$ cat config.mk
export PLATFORM = sky130hd
export DESIGN_NAME = trig_sequencer
export DESIGN_NICKNAME = d
export VERILOG_FILES = /design/src/rtl/trig_sequencer.sv
export SDC_FILE = /design/constraint.sdc
export NUM_CORES = 1
export LEC_CHECK = 0
export CAP_MARGIN = 20
export CORE_ASPECT_RATIO = 0.8
export CORE_MARGIN = 2
export CORE_UTILIZATION = 52
export DETAILED_ROUTE_END_ITERATION = 12
export GPL_TIMING_DRIVEN = 1
export PLACE_DENSITY = 0.94
export RECOVER_POWER = 50
export SLEW_MARGIN = 30
export SYNTH_ARGS = -nofsm -noshare
export SYNTH_HDL_FRONTEND = slang
export SYNTH_SLANG_ARGS = --single-unit
$ cat constraint.sdc
create_clock -name clk -period 7 [get_ports clk]
set_clock_uncertainty 0.15 [all_clocks]
set_input_delay 0.7 -clock clk [delete_from_list [all_inputs] [get_ports clk]]
set_output_delay 0.7 -clock clk [all_outputs]
set_load 0.005 [all_outputs]
$ cat src/rtl/trig_sequencer.sv
// Sine/cosine sequencer: reduces a degree operand modulo 360 by repeated
// subtraction, looks it up in an external sine table and applies sign symmetry.
module trig_sequencer (
    input  logic        clk,
    input  logic        rst_n,
    input  logic        start,
    input  logic        op_cos,
    input  logic        neg,
    input  logic [11:0] angle,
    output logic [8:0]  lut_angle,
    input  logic        lut_sign,
    input  logic        lut_whole,
    input  logic [6:0]  lut_fraction,
    output logic        busy,
    output logic        done,
    output logic        sign,
    output logic        whole,
    output logic [6:0]  fraction
);

    typedef enum logic [1:0] {
        S_IDLE   = 2'd0,
        S_REDUCE = 2'd1,
        S_LOOKUP = 2'd2,
        S_DONE   = 2'd3
    } state_t;

    state_t      r_state;
    state_t      w_state_nxt;
    logic [12:0] r_acc;
    logic [12:0] w_acc_nxt;
    logic        r_cos;
    logic        w_cos_nxt;
    logic        r_neg;
    logic        w_neg_nxt;
    logic        r_busy;
    logic        w_busy_nxt;
    logic        r_done;
    logic        w_done_nxt;
    logic        r_sign;
    logic        w_sign_nxt;
    logic        r_whole;
    logic        w_whole_nxt;
    logic [6:0]  r_fraction;
    logic [6:0]  w_fraction_nxt;

    // cos is even so the operand sign is dropped; a zero magnitude is never negative.
    function automatic logic result_sign(input logic tab_sign, input logic is_cos,
                                         input logic op_neg, input logic tab_whole,
                                         input logic [6:0] tab_frac);
        logic s;
        if (is_cos) begin
            s = tab_sign;
        end else begin
            s = tab_sign ^ op_neg;
        end
        if (!tab_whole && (tab_frac == 7'd0)) begin
            s = 1'b0;
        end else begin
            s = s;
        end
        return s;
    endfunction

    assign lut_angle = r_acc[8:0];
    assign busy      = r_busy;
    assign done      = r_done;
    assign sign      = r_sign;
    assign whole     = r_whole;
    assign fraction  = r_fraction;

    // Next-state and next-datapath values for the sequencer.
    always_comb begin
        w_state_nxt    = r_state;
        w_acc_nxt      = r_acc;
        w_cos_nxt      = r_cos;
        w_neg_nxt      = r_neg;
        w_busy_nxt     = r_busy;
        w_done_nxt     = 1'b0;
        w_sign_nxt     = r_sign;
        w_whole_nxt    = r_whole;
        w_fraction_nxt = r_fraction;
        case (r_state)
            S_IDLE: begin
                if (start) begin
                    w_acc_nxt   = {1'b0, angle} + (op_cos ? 13'd90 : 13'd0);
                    w_cos_nxt   = op_cos;
                    w_neg_nxt   = neg;
                    w_busy_nxt  = 1'b1;
                    w_state_nxt = S_REDUCE;
                end else begin
                    w_state_nxt = S_IDLE;
                end
            end
            S_REDUCE: begin
                if (r_acc >= 13'd360) begin
                    w_acc_nxt   = r_acc - 13'd360;
                    w_state_nxt = S_REDUCE;
                end else begin
                    w_state_nxt = S_LOOKUP;
                end
            end
            S_LOOKUP: begin
                w_whole_nxt    = lut_whole;
                w_fraction_nxt = lut_fraction;
                w_sign_nxt     = result_sign(lut_sign, r_cos, r_neg, lut_whole, lut_fraction);
                w_done_nxt     = 1'b1;
                w_busy_nxt     = 1'b0;
                w_state_nxt    = S_DONE;
            end
            S_DONE: begin
                w_state_nxt = S_IDLE;
            end
            default: begin
                w_busy_nxt  = 1'b0;
                w_state_nxt = S_IDLE;
            end
        endcase
    end

    // State and datapath registers; reset discards any in-flight operation.
    always_ff @(posedge clk or negedge rst_n) begin
        if (!rst_n) begin
            r_state    <= S_IDLE;
            r_acc      <= 13'd0;
            r_cos      <= 1'b0;
            r_neg      <= 1'b0;
            r_busy     <= 1'b0;
            r_done     <= 1'b0;
            r_sign     <= 1'b0;
            r_whole    <= 1'b0;
            r_fraction <= 7'd0;
        end else begin
            r_state    <= w_state_nxt;
            r_acc      <= w_acc_nxt;
            r_cos      <= w_cos_nxt;
            r_neg      <= w_neg_nxt;
            r_busy     <= w_busy_nxt;
            r_done     <= w_done_nxt;
            r_sign     <= w_sign_nxt;
            r_whole    <= w_whole_nxt;
            r_fraction <= w_fraction_nxt;
        end
    end

endmodule

# Word-level counts from Yosys, hierarchy flattened

Index checks and enable logic that the tools add are counted.

Logic and storage cells: 39
Register bits after elaboration: 28
Input bits: 26
Output and inout bits: 20

Equal/unequal tests: 5
Bitwise logic cells: 1
$add $sub $neg: 2
Magnitude comparators: 1
Reduce and logical (&&, ||, !) cells: 9
Multiplexer cells: 12

Operator list:

| operator                                                            | count |
|---|---|
| 2-to-1 mux 13 bit                                                   | 2 |
| one-hot mux 13 bit (2 select lines)                                 | 1 |
| adder 12 x 7 -> 13 bit                                              | 1 |
| greater-or-equal comparator 13 x 9 -> 1 bit (second input constant) | 1 |
| subtractor 13 x 9 -> 13 bit (second input constant)                 | 1 |
| one-hot mux 2 bit (4 select lines)                                  | 1 |
| zero test 7 bit                                                     | 1 |
| 2-to-1 mux 7 bit                                                    | 1 |
| 2-to-1 mux 1 bit                                                    | 5 |
| equality test 2 bit (second input constant)                         | 2 |
| inequality test 2 bit (second input constant)                       | 2 |
| AND reduction 2 bit                                                 | 2 |
| nonzero test 2 bit                                                  | 2 |
| AND reduction 3 bit                                                 | 1 |
| equality test 2 x 1 -> 1 bit (second input constant)                | 1 |
| zero test 2 bit                                                     | 1 |
| 2-to-1 mux 2 bit                                                    | 1 |
| one-hot mux 1 bit (2 select lines)                                  | 1 |
| logical AND 1 bit                                                   | 1 |
| zero test 1 bit                                                     | 1 |
| XOR 1 bit                                                           | 1 |

# Depth between registers and ports, before layout

Depth in word-level cells: 4
Gate-level depth with buffers: 8
Depth with buffers taken out: 7

# Worst setup path before layout

Ideal clock, no wire load.

Path kind: input-to-reg
Start point: input port op_cos
End point: register r_acc[8]
Arrival time: 2,072 ps
Setup slack: 4,715 ps
Required time: 6,787 ps
Stages on the path: 6
Setup time: 63 ps
Path buffers: 0
Cell sequence: ha_1 a31oi_1 a211o_1 or3_1 a31oi_1 o22a_2

Cells in the longest elaborated chain, start to end: 4

RTL lines:

| item                                | RTL line | RTL |
|---|---|---|
| start: declaration                  | 7        | `input logic op_cos,` |
| 2-to-1 mux 7 bit                    | 86       | `w_acc_nxt = {1'b0, angle} + (op_cos ? 13'd90 : 13'd0);` |
| adder 12 x 7 -> 13 bit              | 86       |  |
| 2-to-1 mux 13 bit                   | 85       | `if (start) begin` |
| one-hot mux 13 bit (2 select lines) | 83       | `case (r_state)` |
| end signal: assignment              | 135      | `r_acc <= w_acc_nxt;` |
| end: declaration                    | 30       | `logic [12:0] r_acc;` |

No other way between the ends. The select of a mux whose other input is x is not followed.
A chain may end at the register's enable or synchronous reset.

# Worst setup path after layout

Start point: input port start
End point: register r_acc[12]

Cells in the longest elaborated chain, start to end: 2

RTL lines:

| item                            | RTL line | RTL |
|---|---|---|
| start: declaration              | 6        | `input logic start,` |
| inequality test 2 bit (no line) | --       |  |
| AND reduction 3 bit (no line)   | --       |  |

No other way between the ends.

==> impl_metrics.yaml <==
status:
  outcome: "finished clean"
synth:
  avgSynthCellArea_sq_um: 9.24
  synth_nets: 216
  syn_inst: 184
  ys_top_cells_by_area: "dfrtp_1 41%, nand2_1 6.2%, mux2_2 5.3%"
  ys_seq_area_share_pct: 41.2
  synth.ff_latch_count: 28
  synth_flop_cell: "dfrtp_1"
  ys_async_sr_fraction_pct: 100
  yosys.area.top_type_share_pct: 41.2
  syn_area_sq_mm: 0.00170
  yosysUniqueCellTypes: 44
  synth_top_area_cell: "dfrtp_1"
  ys_warn_count: 0
  synth-edff-count: 0
worst_setup_path:
  cp_top_family: "simple AND/OR/NAND/NOR gates"
  crit_path_frequent_cell: "o21ai_1"
  path_class: "in2reg"
  crit_chain: "dlygate4sd3_1 > nor3b_1 > nor2_1 > a31o_1 > o21ai_1 > o21ai_1"
  critical_path_buf_inv_count: 1
  cp.arrival_ns: 2.89
  required_ns: 7.00
  slowest_delay_ns: 0.73
  cpMaxStageDelayCell: "nor3b_1"
  crit_path_end_kind: "flip-flop"
  path_max_fanout: 12
  cp-start-kind: "input port"
sta:
  finalCriticalPeriod_ns: 2.90
  finalHoldViolations: 0
  tightest_slew_ns: 1.49
  slew_headroom_pct: 0.618
  final_max_slew_viol_count: 0
  setup_viol: 0
  rsz0062_at_grt: "no"
  fin_tns_setup_ns: 0
  fmax_mhz: 345
  setup_slack_ns: 4.10
  finalCritPeriodShare_pct: 41.4
detailed_routing:
  drtIter0Drc: 134
  vias: 1523
  totalWireLength_um: 4000
  wl_per_cell_um: 15.4
  drt-vias-per-instance: 5.86
  ant_nets: 0
  post-route-drc-count: 0
  dr.pass1.iters: 4
die:
  die_h_um: 55.1
  row_count: 18
  die_area_sq_mm: 0.00375
  die_w_um: 67.9
  start_util_pct: 54.7
  ios: 46
  fp.coreArea_sq_mm: 0.00311
place:
  pre_cts_ws_ns: 3.92
  gp_congestion: 0.859
  port_buffers: 45
  numPlacedInstances: 257
  dp_hpwl_um: 3010
finish:
  n_fill_cell: 236
  n_antenna_cell: 0
  nNetsFinal: 254
  drive_above_1_share_pct: 7.27
  area_delta_synth_final_pct: 26.8
  final_cells: 260
clock_network:
  postCtsSetupRepairBufs: 0
  clockBufferDepth: 2
  clock-root-buffer: "clkbuf_8"
  cts_sinks: 28
  numCtsBuffers: 3
  cts_tree: "yes"
  cts_htree_levels: 1
  hold_buffers: 0
  cts_resized: 0
  path_clk_slew_ns: 0.09
  clk_latency_ns: 0.27
grt:
  grt-ovfl-total: 0
  grt_usage_pct: 23.7
  grt_pass1_vias: 1388
  grt_pass1_wl_um: 6420
  antenna_found_initial: 0
  grt_max_degree: 29
power:
  powerDensity_mw_per_mm2: 415
  ir_drop_v: 0.000242
  p_leak_nw: 0.907
flow_run:
  cap_violations: 0
hold_path:
  min_path_type: "reg2reg"
-- through the flow --
| stage | instance area, sq um | power (mW) | util (%) | hold slack [ns] |
|---|---|---|---|---|
| after floorplan | 1700 | 0.640 | - | 0.254 |
| after global placement | 2120 | 0.780 | 68.2 | 0.302 |
| after detailed placement | 2120 | 0.805 | 68.2 | 0.326 |
| after CTS | 2160 | 0.892 | 69.5 | 0.340 |
| after global routing | 2160 | 0.963 | 69.4 | 0.375 |
| final | 2160 | 0.894 | 69.4 | 0.345 |
-- path summary, 6_finish.rpt --
kind / startpoint / to / slack [ns] / depth (start not counted)
hold / removal: r_neg / r_neg / 0.34 / 2
max in group asynchronous: rst_n / r_state[0] / 4.67 / 2
min in group asynchronous: rst_n / r_acc[5] / 1.15 / 2
hold reg to reg: r_neg / r_neg / 0.34 / 2
setup / recovery: start / r_acc[12] / 4.10 / 6
setup reg to reg: r_acc[3] / r_acc[8] / 4.12 / 7
-- layer usage --
layer	GRT usage, %	vias to the layer above	part of all wire [%]
met2	39.0	56	49
met3	4.86	10	5.3
met5	0	-	0
li1	-	726	-
met4	7.67	0	1.7
met1	31.6	731	44
-- flip-flops by register name, indices dropped and copies added, names as in the netlist, named ones only --
name and cells:
r_neg 1, r_cos 1, r_acc 13, sign 1
done 1, fraction 7, whole 1, busy 1
r_state 1
-- cell usage after synthesis, types with 2 or more instances --
| library cell | number |
|---|---|
| dfrtp_1 | 28 |
| nand2_1 | 28 |
| nor2_1 | 13 |
| a21oi_1 | 11 |
| o21ai_0 | 10 |
| buf_4 | 9 |
| mux2_2 | 8 |
| ha_1 | 6 |
| inv_1 | 6 |
| xnor2_1 | 6 |
| a31oi_1 | 5 |
| nor3_1 | 4 |
| o21ai_1 | 4 |
| a211oi_1 | 3 |
| clkbuf_1 | 3 |
| nand3_1 | 3 |
| nor2b_1 | 3 |
| nor4_1 | 3 |
| or3_1 | 3 |
| mux2i_1 | 2 |
| nand2b_1 | 2 |
| o21a_1 | 2 |
-- cells by family after synthesis --
logic type / count (synthesis) / share of synthesized area, %
flip-flops: 28 / 41.2
AO/OA/AOI/OAI: 50 / 20.1
adder cells (fa/ha/maj): 6 / 4.41
multiplexers: 10 / 6.48
AND/OR/NAND/NOR: 65 / 18.1
XOR/XNOR: 6 / 3.09
buffers and inverters: 19 / 6.62
-- where the power goes --
group	leakage (nW)	internal (mW)	switching [mW]
clock	0.0216	0.0387	0.0479
sequential	0.332	0.241	0.0754
combinational	0.553	0.254	0.238
-- cells in the final DEF, fill, tap and decap left out, types with 2 or more instances in the layout --
master / netlist / routed
ha_1: 6 / 6
clkdlybuf4s50_1: 0 / 43
nand2_1: 28 / 28
xnor2_1: 6 / 6
a211oi_1: 3 / 3
nand3_1: 3 / 3
a31oi_1: 5 / 5
nor3_1: 4 / 4
nor2b_1: 3 / 3
clkbuf_8: 0 / 3
o21a_1: 2 / 2
dlygate4sd3_1: 0 / 2
nor2_1: 13 / 13
a21oi_1: 11 / 11
dfrtp_1: 28 / 28
nand2b_1: 2 / 2
o21ai_1: 4 / 4
o21ai_0: 10 / 10
mux2_2: 8 / 8
nor4_1: 3 / 3
inv_1: 6 / 6
or3_1: 3 / 3
mux2i_1: 2 / 2
-- final cells by class --
cell class                      instances  area, sq um  share of cell area (%)
Sequential cell                        28          701                    32.5
Clock buffer                            3         41.3                    1.92
Inverter                                6         22.5                    1.04
Tap cell                               40         50.0                    2.32
Multi-Input combinational cell        137          887                    41.1
Timing Repair Buffer                   46          454                    21.1
-- worst min-delay path: stages, from the launching register on --
cell	delay, ns
dfrtp_1	0.36
nand2_1	0.05
nand2_1	0.06
No activity file was read; power rests on OpenSTA's default activity.
